$ cat src/rtl/cpu_pkg.sv
// Shared encodings for the multicycle CPU control path: sequencer states,
// instruction opcodes, ALU op codes, memory commands and datapath mux selects.
package cpu_pkg;

  typedef enum logic [4:0] {
    S_RST  = 5'd0,
    S_IF1  = 5'd1,
    S_IF2  = 5'd2,
    S_UPC  = 5'd3,
    S_DEC  = 5'd4,
    S_WIMM = 5'd5,
    S_GETA = 5'd6,
    S_GETB = 5'd7,
    S_COMP = 5'd8,
    S_WREG = 5'd9,
    S_ADDR = 5'd10,
    S_LDA  = 5'd11,
    S_MRD  = 5'd12,
    S_MWB  = 5'd13,
    S_GETD = 5'd14,
    S_STC  = 5'd15,
    S_MWR  = 5'd16,
    S_HALT = 5'd17
  } seq_state_t;

  // Opcodes, IR[15:13]
  localparam logic [2:0] OP_MOV  = 3'b110;
  localparam logic [2:0] OP_ALU  = 3'b101;
  localparam logic [2:0] OP_LDR  = 3'b011;
  localparam logic [2:0] OP_STR  = 3'b100;
  localparam logic [2:0] OP_HALT = 3'b111;

  // MOV sub-ops, IR[12:11]
  localparam logic [1:0] MOV_IMM = 2'b10;
  localparam logic [1:0] MOV_REG = 2'b00;

  // ALU sub-ops, IR[12:11]
  localparam logic [1:0] ALU_ADD = 2'b00;
  localparam logic [1:0] ALU_CMP = 2'b01;
  localparam logic [1:0] ALU_AND = 2'b10;
  localparam logic [1:0] ALU_MVN = 2'b11;

  // Memory commands
  localparam logic [1:0] MEM_NONE  = 2'b00;
  localparam logic [1:0] MEM_READ  = 2'b01;
  localparam logic [1:0] MEM_WRITE = 2'b10;

  // Register-file port select
  localparam logic [1:0] NSEL_RM = 2'b00;
  localparam logic [1:0] NSEL_RD = 2'b01;
  localparam logic [1:0] NSEL_RN = 2'b10;

  // Writeback source select
  localparam logic [1:0] VSEL_C     = 2'b00;
  localparam logic [1:0] VSEL_PC    = 2'b01;
  localparam logic [1:0] VSEL_IMM   = 2'b10;
  localparam logic [1:0] VSEL_MDATA = 2'b11;

  // CMP only updates status; it never produces a C result to write back.
  function automatic logic is_cmp(input logic [2:0] opcode, input logic [1:0] op);
    return (opcode == OP_ALU) && (op == ALU_CMP);
  endfunction

  // MOV-reg and MVN pass B through the ALU, so the A operand is forced to 0.
  function automatic logic is_zero_a(input logic [2:0] opcode, input logic [1:0] op);
    return ((opcode == OP_MOV) && (op == MOV_REG)) ||
           ((opcode == OP_ALU) && (op == ALU_MVN));
  endfunction

endpackage

$ cat src/rtl/cpu_sequencer.sv
// Top-level Moore control FSM for the multicycle CPU: fetch, PC update,
// decode, register/ALU sequencing, load/store and halt.
//
// state  | meaning
// -------+-----------------------------------------------
// S_RST  | clear PC
// S_IF1  | issue instruction read at PC
// S_IF2  | hold read, capture IR
// S_UPC  | PC <= PC + 1
// S_DEC  | decode opcode/op
// S_WIMM | MOV imm: Rn <= sximm8
// S_GETA | A <= Rn
// S_GETB | B <= Rm
// S_COMP | ALU: C <= result, or status only for CMP
// S_WREG | Rd <= C
// S_ADDR | C <= A + sximm5 (effective address)
// S_LDA  | data-address register <= C[8:0]
// S_MRD  | issue data read
// S_MWB  | hold read, Rd <= mdata
// S_GETD | B <= Rd (store data)
// S_STC  | C <= 0 + B
// S_MWR  | memory write of C
// S_HALT | stopped until reset
module cpu_sequencer
  import cpu_pkg::*;
(
  input  logic       clk,
  input  logic       reset,
  input  logic [2:0] opcode,
  input  logic [1:0] op,
  output logic [1:0] nsel,
  output logic [1:0] vsel,
  output logic       write,
  output logic       loada,
  output logic       loadb,
  output logic       loadc,
  output logic       loads,
  output logic       asel,
  output logic       bsel,
  output logic       load_ir,
  output logic       load_pc,
  output logic       reset_pc,
  output logic       addr_sel,
  output logic       load_addr,
  output logic [1:0] mem_cmd,
  output logic       halted
);

  seq_state_t state;
  seq_state_t state_nxt;

  // State register; reset wins over every transition, including halt.
  always_ff @(posedge clk) begin
    if (reset) state <= S_RST;
    else       state <= state_nxt;
  end

  // Next-state logic.
  always_comb begin
    state_nxt = S_RST;
    case (state)
      S_RST:  state_nxt = S_IF1;
      S_IF1:  state_nxt = S_IF2;
      S_IF2:  state_nxt = S_UPC;
      S_UPC:  state_nxt = S_DEC;
      S_DEC: begin
        case (opcode)
          OP_MOV: begin
            if (op == MOV_IMM)      state_nxt = S_WIMM;
            else if (op == MOV_REG) state_nxt = S_GETB;
            else                    state_nxt = S_IF1;
          end
          OP_ALU:         state_nxt = (op == ALU_MVN) ? S_GETB : S_GETA;
          OP_LDR, OP_STR: state_nxt = S_GETA;
          OP_HALT:        state_nxt = S_HALT;
          default:        state_nxt = S_IF1;
        endcase
      end
      S_WIMM: state_nxt = S_IF1;
      S_GETA: state_nxt = (opcode == OP_ALU) ? S_GETB : S_ADDR;
      S_GETB: state_nxt = S_COMP;
      S_COMP: state_nxt = is_cmp(opcode, op) ? S_IF1 : S_WREG;
      S_WREG: state_nxt = S_IF1;
      S_ADDR: state_nxt = S_LDA;
      S_LDA:  state_nxt = (opcode == OP_LDR) ? S_MRD : S_GETD;
      S_MRD:  state_nxt = S_MWB;
      S_MWB:  state_nxt = S_IF1;
      S_GETD: state_nxt = S_STC;
      S_STC:  state_nxt = S_MWR;
      S_MWR:  state_nxt = S_IF1;
      S_HALT: state_nxt = S_HALT;
      default: state_nxt = S_RST;
    endcase
  end

  // Output decode; everything defaults inactive and each state raises its own.
  always_comb begin
    nsel      = NSEL_RM;
    vsel      = VSEL_C;
    write     = 1'b0;
    loada     = 1'b0;
    loadb     = 1'b0;
    loadc     = 1'b0;
    loads     = 1'b0;
    asel      = 1'b0;
    bsel      = 1'b0;
    load_ir   = 1'b0;
    load_pc   = 1'b0;
    reset_pc  = 1'b0;
    addr_sel  = 1'b0;
    load_addr = 1'b0;
    mem_cmd   = MEM_NONE;
    halted    = 1'b0;
    case (state)
      S_RST: begin
        reset_pc = 1'b1;
        load_pc  = 1'b1;
      end
      S_IF1: begin
        addr_sel = 1'b1;
        mem_cmd  = MEM_READ;
      end
      S_IF2: begin
        addr_sel = 1'b1;
        mem_cmd  = MEM_READ;
        load_ir  = 1'b1;
      end
      S_UPC:  load_pc = 1'b1;
      S_WIMM: begin
        nsel  = NSEL_RN;
        vsel  = VSEL_IMM;
        write = 1'b1;
      end
      S_GETA: begin
        nsel  = NSEL_RN;
        loada = 1'b1;
      end
      S_GETB: begin
        nsel  = NSEL_RM;
        loadb = 1'b1;
      end
      S_COMP: begin
        asel = is_zero_a(opcode, op);
        if (is_cmp(opcode, op)) loads = 1'b1;
        else                    loadc = 1'b1;
      end
      S_WREG: begin
        nsel  = NSEL_RD;
        vsel  = VSEL_C;
        write = 1'b1;
      end
      S_ADDR: begin
        bsel  = 1'b1;
        loadc = 1'b1;
      end
      S_LDA:  load_addr = 1'b1;
      S_MRD:  mem_cmd = MEM_READ;
      S_MWB: begin
        mem_cmd = MEM_READ;
        nsel    = NSEL_RD;
        vsel    = VSEL_MDATA;
        write   = 1'b1;
      end
      S_GETD: begin
        nsel  = NSEL_RD;
        loadb = 1'b1;
      end
      S_STC: begin
        asel  = 1'b1;
        loadc = 1'b1;
      end
      S_MWR:  mem_cmd = MEM_WRITE;
      S_HALT: halted = 1'b1;
      default: ;
    endcase
  end

endmodule

$ cat config.mk
export PLATFORM = sky130hd
export DESIGN_NAME = cpu_sequencer
export DESIGN_NICKNAME = d
export VERILOG_FILES = /design/src/rtl/cpu_pkg.sv /design/src/rtl/cpu_sequencer.sv
export SDC_FILE = /design/constraint.sdc
export NUM_CORES = 1
export LEC_CHECK = 0
export BUFFER_PORTS_ARGS = -buffer_cell sky130_fd_sc_hd__buf_2
export CELL_PAD_IN_SITES_DETAIL_PLACEMENT = 0
export CELL_PAD_IN_SITES_GLOBAL_PLACEMENT = 1
export CORE_UTILIZATION = 30
export DETAILED_ROUTE_END_ITERATION = 12
export PLACE_DENSITY = 0.85
export SLEW_MARGIN = 20
export SYNTH_ARGS = -nofsm -noshare
export SYNTH_HDL_FRONTEND = slang
export SYNTH_SLANG_ARGS = --single-unit
$ cat constraint.sdc
create_clock -name clk -period 1.9 [get_ports clk]
set_input_delay 0.285 -clock clk [delete_from_list [all_inputs] [get_ports clk]]
set_output_delay 0.285 -clock clk [all_outputs]
set_load 0.01 [all_outputs]
==> reports/results.ini <==
[placed_design]
post-place-ws_ns=0.202
place_congestion=0.745
hpwl_mm=1.29
io_buffers=25
dp.cells=141

[logic_synthesis]
synth_area_leaders=dfxtp_1 (16%), nor2_1 (6.7%), a21oi_1 (6.5%), nor3_1 (5.7%), clkbuf_1 (4.3%)
yosysSeqAreaShare=0.163
synthesis.area_sq_um=613
synthDistinctLibCells=35
synth.avg_cell_area_sq_um=6.45
syn-num-nets=102
synth_top_area_cell=dfxtp_1
yosysWarnings=0
synth_ff_type=dfxtp_1
synth_top_area_share=0.163
synth_edf_count=0
synthCells=95
synthArstFlopShare=0
synth-seq-cells=5

[layout]
final_cell_mix=buf_2 (25), nor2_1 (11), a21oi_1 (8)
syn_to_final_growth_pct=29.8
final_common_cell=buf_2
fillCellCount=194
instances_no_fill=145
layout-drive-gt1-share=0.317
largest_reg_flops=5
antenna_cells=0
top_regs=state: 5 flops
utilization=0.437
nNetsFinal=128
regMostFlops=state

[clock_network]
clk_pin_slew_worst_paths_ns=0.04
htree_levels=1
hold_buffers=0
root_buffer=clkbuf_4
clk_latency_ns=0.24
cts_buffers=3
clockBufferDepth=2
clock_sinks=5
cts_tree=yes

[grt]
antenna_found_initial=0
grt_pass1_vias=643
grt_max_degree=18
grt_overflow_total=0
grt_pass1_wl_mm=2.76
grt_use_total=0.172

[worst_setup_path]
worstPathMaxFanout=12
crit_path_end_kind=primary output
start_kind=flop
crit_arrival_ns=1.48
required_ns=1.62
path_class=flop to primary output

[timing]
slew_viol_final=0
rsz0062_at_grt=no
min_period_over_period=0.929
setup_viol=0
hold_viol=0
fmax_mhz=566
layout_setup_ws_ns=0.134
worstMarginPinSlew_ns=0.388
fin_worst_skew_ns=0.000718
layout_min_cycle_time_ns=1.77
slew_headroom=0.741
setup-tns-final_ns=0

[die]
ioPinCount=26
core_area_sq_um=1820
num_rows=15
die-area_sq_um=2230
die_w_um=47.2
initial_core_util=0.337
die_h_um=47.2

[power_and_ir_drop]
sw_frac_of_total=0.365
combPwrFrac=0.382
ir_drop_uv=173
power_mw=0.420
cellPowerDensity_nw_per_um2=528
pwr-share-seq=0.320
p_switching_mw=0.153
pwr-share-clk=0.298
p_leak_nw=0.344
p_int_mw=0.267

[hold_path]
hold_class=primary input to flop

[drt]
wl_met2_um=775
ant_nets=0
dr.first_iter.drc_count=9
vias=775
wl_met1_um=834
drc_errors=0
wl_met3_um=89
wl_per_cell_um=11.8
highest_layer=met4
totalWireLength_mm=1.71
firstDrtPassIters=4
vias_per_cell=5.34

[run]
cap_violations=0

[run_status]
status=completed

==> critical path, cell delays in order (launching register included) <==
cell,delay [ns]
dfxtp_1,0.42
inv_1,0.17
nand2_1,0.11
nor3b_1,0.26
and2_1,0.15
buf_2,0.12
==> worst paths after layout <==
| path | start | endpoint | slack, ns | depth (start not counted) |
|---|---|---|---|---|
| setup / recovery | state[4] | vsel[0] | 0.13 | 5 |
| hold / removal | reset | state[1] | 0.30 | 2 |
| setup reg to reg | state[4] | state[2] | 0.38 | 4 |
| hold reg to reg | state[3] | state[3] | 0.60 | 2 |
==> through the flow <==
| step | cell area, sq um | hold slack (ns) |
|---|---|---|
| 2_1_floorplan | 613 | 0.439 |
| 3_3_place_gp | 762 | 0.547 |
| 3_5_place_dp | 762 | 0.550 |
| 4_1_cts | 793 | 0.301 |
| 5_1_grt | 796 | 0.306 |
| 6_report | 796 | 0.295 |
==> layer usage <==
metal  up-vias  track usage
met5         -            0
met4         0       0.0514
met3         3       0.0231
met2        35        0.281
met1       341        0.234
li1        396            -
==> power groups by stage <==
stage               Combinational [mW]  Clock [mW]  Sequential (mW)
floorplan                        0.125           0            0.116
global placement                 0.157           0            0.135
detailed placement               0.159           0            0.135
CTS                              0.160       0.125            0.134
global route                     0.179       0.134            0.137
finish                           0.160       0.125            0.135
==> synth_stat cells (2+ instances only) <==
cell,count
a21oi_1,8
a31oi_1,3
and2_1,3
and3_1,3
clkbuf_1,7
dfxtp_1,5
inv_1,3
nand2_1,7
nand2b_1,3
nand3_1,3
nand3b_1,2
nand4_1,2
nor2_1,11
nor3_1,7
nor3b_1,2
o211ai_1,2
o21ai_0,5
xnor2_1,2
==> logic make-up (layout without fill, tap and decap cells) <==
family          after synthesis  count (layout)  share of synthesized area
xor+xnor                      2               2                     0.0286
flops                         5               5                      0.163
mux                           2               2                     0.0347
buf+inv                      11              36                     0.0796
simple gates                 51              51                      0.457
compound gates               24              24                      0.237
==> final cells by class <==
cell class,count,area [sq um],share of cell area
Timing Repair Buffer,29,155,0.195
Multi-Input combinational cell,79,469,0.590
Clock buffer,4,26.3,0.0330
Sequential cell,5,103,0.129
Inverter,3,11.3,0.0142
Tap cell,25,31.3,0.0393
==> repair_timing <==
action | 4_1_cts | 5_1_grt
setup endpoints to repair | 1 | 6
buffers inserted | 0 | 0
pin swaps | 0 | 0
resized for setup | 1 | 2
(Power assumes the default switching activity.)
